===== src/rtl/vs_bin_loader.sv =====
// Port-A sequencer for the var-state bram: LOAD streams one bin out through a 2-deep FIFO,
// STORE writes a streamed bin back. Bin b lives at addresses b*NUM_VARS_BIN+1 onwards.
module vs_bin_loader #(
  parameter int DATA_WIDTH   = 19,
  parameter int ADDR_WIDTH   = 10,
  parameter int NUM_VARS_BIN = 8,
  parameter int BIN_WIDTH    = 7
) (
  input  logic                  clk,
  input  logic                  rst,
  input  logic                  start_load,
  input  logic                  start_store,
  input  logic [BIN_WIDTH-1:0]  bin_index,
  output logic                  busy,
  output logic                  done,
  output logic                  bram_we,
  output logic [ADDR_WIDTH-1:0] bram_addr,
  output logic [DATA_WIDTH-1:0] bram_din,
  input  logic [DATA_WIDTH-1:0] bram_dout,
  output logic                  vs_out_valid,
  input  logic                  vs_out_ready,
  output logic [DATA_WIDTH-1:0] vs_out_data,
  output logic                  vs_out_last,
  input  logic                  vs_in_valid,
  output logic                  vs_in_ready,
  input  logic [DATA_WIDTH-1:0] vs_in_data,
  output logic [2:0]            state_dbg
);

  // Handshakes: a word transfers on any cycle where valid && ready are both high; a source
  // holding valid keeps its data stable until it is accepted.

  localparam logic [2:0] IDLE       = 3'd0;
  localparam logic [2:0] LOAD       = 3'd1;
  localparam logic [2:0] LOAD_DRAIN = 3'd2;
  localparam logic [2:0] STORE      = 3'd3;
  localparam logic [2:0] DONE       = 3'd4;

  localparam int CW = $clog2(NUM_VARS_BIN + 1);
  localparam logic [CW-1:0] LAST_K = CW'(NUM_VARS_BIN - 1);

  logic [2:0]            state;
  logic [ADDR_WIDTH-1:0] base;
  logic [CW-1:0]         rd_k;
  logic [CW-1:0]         out_k;
  logic [CW-1:0]         in_k;
  logic                  rd_pend;
  logic [DATA_WIDTH-1:0] fifo_mem [2];
  logic                  wr_ptr;
  logic                  rd_ptr;
  logic [1:0]            fifo_cnt;

  logic [1:0]            occ;
  logic                  issue;
  logic                  pop;
  logic                  pop_fifo;
  logic                  push;
  logic                  beat;
  logic [ADDR_WIDTH-1:0] start_base;

  // The word returning from the bram counts as FIFO content in its arrival cycle; it is
  // presented straight from bram_dout when the FIFO registers are empty.
  always_comb begin
    occ          = fifo_cnt + {1'b0, rd_pend};
    issue        = (state == LOAD) && (occ < 2'd2);
    vs_out_valid = (fifo_cnt != 2'd0) || rd_pend;
    vs_out_data  = (fifo_cnt != 2'd0) ? fifo_mem[rd_ptr] : bram_dout;
    vs_out_last  = vs_out_valid && (out_k == LAST_K);
    pop          = vs_out_valid && vs_out_ready;
    pop_fifo     = pop && (fifo_cnt != 2'd0);
    push         = rd_pend && !(pop && (fifo_cnt == 2'd0));
    vs_in_ready  = (state == STORE);
    beat         = vs_in_ready && vs_in_valid;
    bram_we      = beat;
    bram_din     = beat ? vs_in_data : '0;
    if (issue)
      bram_addr = base + ADDR_WIDTH'(rd_k);
    else if (beat)
      bram_addr = base + ADDR_WIDTH'(in_k);
    else
      bram_addr = '0;
    busy       = (state == LOAD) || (state == LOAD_DRAIN) || (state == STORE);
    done       = (state == DONE);
    state_dbg  = state;
    start_base = ADDR_WIDTH'(bin_index) * ADDR_WIDTH'(NUM_VARS_BIN) + ADDR_WIDTH'(1);
  end

  always_ff @(posedge clk or negedge rst) begin
    if (!rst) begin
      state       <= IDLE;
      base        <= '0;
      rd_k        <= '0;
      out_k       <= '0;
      in_k        <= '0;
      rd_pend     <= 1'b0;
      fifo_mem[0] <= '0;
      fifo_mem[1] <= '0;
      wr_ptr      <= 1'b0;
      rd_ptr      <= 1'b0;
      fifo_cnt    <= 2'd0;
    end else begin
      rd_pend <= issue;
      if (push) begin
        fifo_mem[wr_ptr] <= bram_dout;
        wr_ptr           <= ~wr_ptr;
      end
      if (pop_fifo)
        rd_ptr <= ~rd_ptr;
      fifo_cnt <= fifo_cnt + {1'b0, push} - {1'b0, pop_fifo};
      if (pop)
        out_k <= out_k + 1'b1;

      case (state)
        IDLE: begin
          if (start_load) begin
            state <= LOAD;
            base  <= start_base;
            rd_k  <= '0;
            out_k <= '0;
          end else if (start_store) begin
            state <= STORE;
            base  <= start_base;
            in_k  <= '0;
          end
        end
        LOAD: begin
          if (issue) begin
            rd_k <= rd_k + 1'b1;
            if (rd_k == LAST_K)
              state <= LOAD_DRAIN;
          end
        end
        LOAD_DRAIN: begin
          // Leave as soon as this cycle's pop empties everything, so done follows the last pop.
          if (occ == {1'b0, pop})
            state <= DONE;
        end
        STORE: begin
          if (beat) begin
            in_k <= in_k + 1'b1;
            if (in_k == LAST_K)
              state <= DONE;
          end
        end
        DONE:    state <= IDLE;
        default: state <= IDLE;
      endcase
    end
  end

endmodule

===== config.mk =====
export PLATFORM = sky130hd
export DESIGN_NAME = vs_bin_loader
export DESIGN_NICKNAME = d
export VERILOG_FILES = /design/src/rtl/vs_bin_loader.sv
export SDC_FILE = /design/constraint.sdc
export NUM_CORES = 1
export LEC_CHECK = 0
export CORE_ASPECT_RATIO = 1.2
export CORE_MARGIN = 2
export CORE_UTILIZATION = 50
export CTS_CLUSTER_DIAMETER = 60
export DETAILED_ROUTE_END_ITERATION = 10
export DONT_BUFFER_PORTS = 1
export PLACE_DENSITY = 0.68
export SYNTH_ARGS = -nofsm -noshare
export SYNTH_HDL_FRONTEND = slang
export SYNTH_SLANG_ARGS = --single-unit
export TNS_END_PERCENT = 20

===== constraint.sdc =====
create_clock -name clk -period 1.85 [get_ports clk]
set_clock_uncertainty 0.05 [all_clocks]
set_input_delay 0.0925 -clock clk [delete_from_list [all_inputs] [get_ports clk]]
set_output_delay 0.0925 -clock clk [all_outputs]
set_load 0.005 [all_outputs]

==> results by group <==
Run status
  – Outcome: complete, but fails checks
  – Violations in the final reports: negative setup slack

Logic synthesis
  – Main combinational cell family by area after synthesis: multiplexers
  – Commonest register cell after synthesis: sky130_fd_sc_hd__dfrtp_1
  – Post-Syn Area: roughly 0.0038 sq mm
  – Basic-gate share of the synthesized area counting and, or, nand and nor cells: between 10% and 20%
  – Synth Register Bits: 66
  – Proportion of synthesized flip-flops having asynchronous set or reset: 100%
  – Number of nets in the synthesized netlist: about 420
  – Seq/Total Area, Yosys: 43.4%
  – Fraction of synthesized area in multiplexers: 19.8%
  – Share of the synthesized area in compound gates (AO/OA/AOI/OAI): around 11%
  – Post-synth EDFFs: 0
  – Cells after synthesis: about 360
  – Synth cell types: just under 50
  – Yosys warning total: 0
  – Mean post-synth cell area: between 10 and 15 sq um
  – Adder-cell share of the synthesized area: 3.61%
  – XOR/XNOR Fraction of Synth Area: about 3%

Timing
  – Final period utilization: 117%
  – Normalized max-slew margin: 62.8%
  – Final number of setup-violating endpoints: 10
  – Max Transition Viols Final: 0
  – Number of failing hold endpoints at the final stage: 0
  – Worst Tran Pin Value: between 0.5 and 0.6 ns
  – Min Clock Period, post-route: 2.17 ns
  – Final total negative setup slack: -2.86 ns
  – Max frequency: about 0.46 GHz
  – Setup slack of the critical path after layout: -0.324 ns
  – Setup repair after global routing missed its margin: true

Clock network
  – Clock tree from TritonCTS: built
  – Clock sink total: 66
  – Worst-Skew Late Latency: roughly 0.34 ns
  – Number of buffers added by the clock tree synthesis step: 9
  – Clock root buffer master: sky130_fd_sc_hd__clkbuf_8
  – Clock-pin slew of the registers on the worst-case setup and hold paths: approximately 0.070 ns
  – Maximum number of buffers from clock root to sink: 2
  – Htree depth: 3

Placed design
  – Minimum setup slack after placement: -0.134 ns
  – Number of port buffers: 0
  – Number of placed cells counting well taps: ~460
  – Instance area at placement: ~0.0041 sq mm
  – Placed wire-length estimate after detailed placement: around 5.4 mm
  – Final weighted congestion in routability-driven placement: between 0.8 and 0.9

Floorplanning
  – Chip width: ~84 um
  – Site row count: 34
  – Total Die Area: approximately 0.0083 sq mm
  – Effective utilization at floorplan: a little over half
  – Boundary pin count: approximately 110
  – Vertical extent of the die: roughly 100 um
  – Floorplan core area: around 0.0073 sq mm

Worst setup path
  – Required @ worst endpoint: 1.71 ns
  – Kind of end point of the critical path: output pin
  – Kind of launch point of the worst setup path: flop
  – Worst setup path class: flop to output pin
  – Highest fanout seen on the critical path: 5
  – Data arrival time of the critical path: 2.03 ns

Layout
  – Finished Core Util: between 60% and 70%
  – Fraction of final layout cells with drive strength greater than 1: 29.5%
  – Layout area overhead: 25.3%
  – Most common cell after layout, fill and taps aside: sky130_fd_sc_hd__dfrtp_1
  – Number of diodes: 0
  – Final instance area: 0.00477 sq mm
  – Commonest cells after routing, fill and taps aside: 62 x sky130_fd_sc_hd__dfrtp_1, 45 x sky130_fd_sc_hd__mux2_2, 31 x sky130_fd_sc_hd__dlygate4sd3_1
  – Post-layout instance count excluding filler cells: between 500 and 600
  – Count of nets after finishing: 477

Power
  – Power per unit of standard cell area: around 1700 mW/mm^2
  – Worst ir drop on vdd: between 1 and 1.5 mV
  – Cell leakage power: around 2.0 nW

Worst hold path
  – Type of the tightest min-delay check: input port to flop

Routing
  – Via-per-instance ratio: roughly 5.7
  – Initial DRC Count: around 110
  – Final routed wire length divided by cell count: approximately 17 um
  – Count of antenna-violating nets left after detailed routing: 0
  – Detailed-routing iteration count for the pre-antenna-repair pass: 4
  – Final WL: 8.54 mm
  – Count of unresolved DRC violations after routing: 0
  – Via total after detailed routing: around 2900

Job
  – Max cap viols: 0

Global route
  – Number of global-route vias before repair: just over 3000
  – GRT Util Overall: a little over a fifth
  – Number of antenna violations at the first check in global routing: 0
  – First-pass GRT wire length: approximately 14 mm
  – Pin count of the biggest net entering global routing: 67
  – Grt total ovfl: 0
## final timing paths
kind                                            start                        to  slack (ns)  depth (start not counted)
worst max-delay path            fifo_cnt[0]$_DFF_PN0_              bram_addr[8]       -0.32                          5
worst min-delay path                       start_load       in_k[3]$_DFFE_PN0P_        0.01                          2
worst max register to register  fifo_cnt[0]$_DFF_PN0_       rd_k[2]$_DFFE_PN0P_        0.03                          7
worst min register to register     rd_ptr$_DFFE_PN0P_        rd_ptr$_DFFE_PN0P_        0.42                          1
max in group asynchronous                         rst  state_dbg[1]$_DFFE_PN0P_        1.20                          2
min in group asynchronous                         rst       rd_k[1]$_DFFE_PN0P_        0.28                          2
## Yosys cell counts (3+ instances only)
| cell type | number | area [sq um] |
|---|---|---|
| sky130_fd_sc_hd__nand2_1 | 31 | 116 |
| sky130_fd_sc_hd__mux2_2 | 46 | 518 |
| sky130_fd_sc_hd__buf_2 | 3 | 15.0 |
| sky130_fd_sc_hd__nand3_1 | 13 | 65.1 |
| sky130_fd_sc_hd__and2_1 | 23 | 144 |
| sky130_fd_sc_hd__a31oi_1 | 4 | 25.0 |
| sky130_fd_sc_hd__xor2_1 | 6 | 52.6 |
| sky130_fd_sc_hd__o22ai_1 | 4 | 25.0 |
| sky130_fd_sc_hd__o21ai_0 | 29 | 145 |
| sky130_fd_sc_hd__buf_6 | 5 | 56.3 |
| sky130_fd_sc_hd__inv_1 | 4 | 15.0 |
| sky130_fd_sc_hd__nor2_1 | 16 | 60.1 |
| sky130_fd_sc_hd__mux2i_1 | 20 | 200 |
| sky130_fd_sc_hd__or3_1 | 3 | 18.8 |
| sky130_fd_sc_hd__nor3b_1 | 5 | 37.5 |
| sky130_fd_sc_hd__xnor2_1 | 7 | 61.3 |
| sky130_fd_sc_hd__a21oi_1 | 5 | 25.0 |
| sky130_fd_sc_hd__dfrtp_1 | 66 | 1650 |
| sky130_fd_sc_hd__clkbuf_1 | 12 | 45.0 |
| sky130_fd_sc_hd__or2_2 | 3 | 18.8 |
| sky130_fd_sc_hd__a22o_1 | 8 | 70.1 |
| sky130_fd_sc_hd__o21ai_1 | 3 | 15.0 |
| sky130_fd_sc_hd__ha_1 | 11 | 138 |
## kinds of logic after synthesis
| kind of cell | Yosys count |
|---|---|
| DFF | 66 |
| AOI/OAI and AO/OA | 65 |
| buffers and inverters | 26 |
| muxes | 68 |
| xor gates and xnor gates | 13 |
| and+or+nand+nor | 110 |
| adders and majority gates | 11 |
## layout make-up
type | count | area (sq um)
clock buffers | 10 | 138
clock inverters | 6 | 66.3
fillers | 575 | 2550
inverters | 5 | 21.3
multi-input cells | 268 | 2130
flip-flops and latches | 66 | 1660
well taps | 90 | 113
repair buffers | 65 | 642
## sequential cells by signal (all words and copies together), names as in the netlist
signal,cells
state_dbg,3
base,8
rd_pend,1
out_k,4
rd_ptr,1
fifo_cnt,2
fifo_mem,38
in_k,4
wr_ptr,1
rd_k,4
## report_power, final
group	switching [mW]	total [mW]	internal (mW)
Clock	0.573	1.23	0.661
Sequential	0.575	2.74	2.17
Combinational	2.02	4.23	2.21
Total	3.16	8.20	5.04
## layer usage
metal  routed length [um]  part of all wire [%]  track usage, %
met1                 3410                    40            22.5
met2                 4460                    52            39.3
met3                  501                   5.9            5.98
met4                  167                   2.0            7.44
met5                    0                     0               0
## worst max-delay path, cell delays in order, from the launching register on
cell and delay (ns):
sky130_fd_sc_hd__dfrtp_1 0.41, sky130_fd_sc_hd__ha_4 0.19, sky130_fd_sc_hd__xor2_4 0.16, sky130_fd_sc_hd__or4_4 0.50, sky130_fd_sc_hd__o22ai_4 0.22, sky130_fd_sc_hd__a22o_1 0.19
## repair_timing
item	4_1_cts	5_1_grt
gates resized for setup	14	15
pin swaps	3	3
hold buffers	32	0
hold endpoints to repair	120	0
endpoints found under the setup margin	49	43
setup buffers	5	0
gates cloned	1	0
## metrics by stage
| stage | hold WS [ns] | power (mW) |
|---|---|---|
| 2_1_floorplan | -0.253 | 5.54 |
| 4_1_cts | 0.00346 | 8.03 |
| 5_1_grt | 0.00991 | 8.83 |
| 3_5_place_dp | -0.251 | 6.42 |
| 6_report | 0.0123 | 8.20 |
| 3_3_place_gp | -0.251 | 6.29 |
Power figures use the tool's default switching activity.
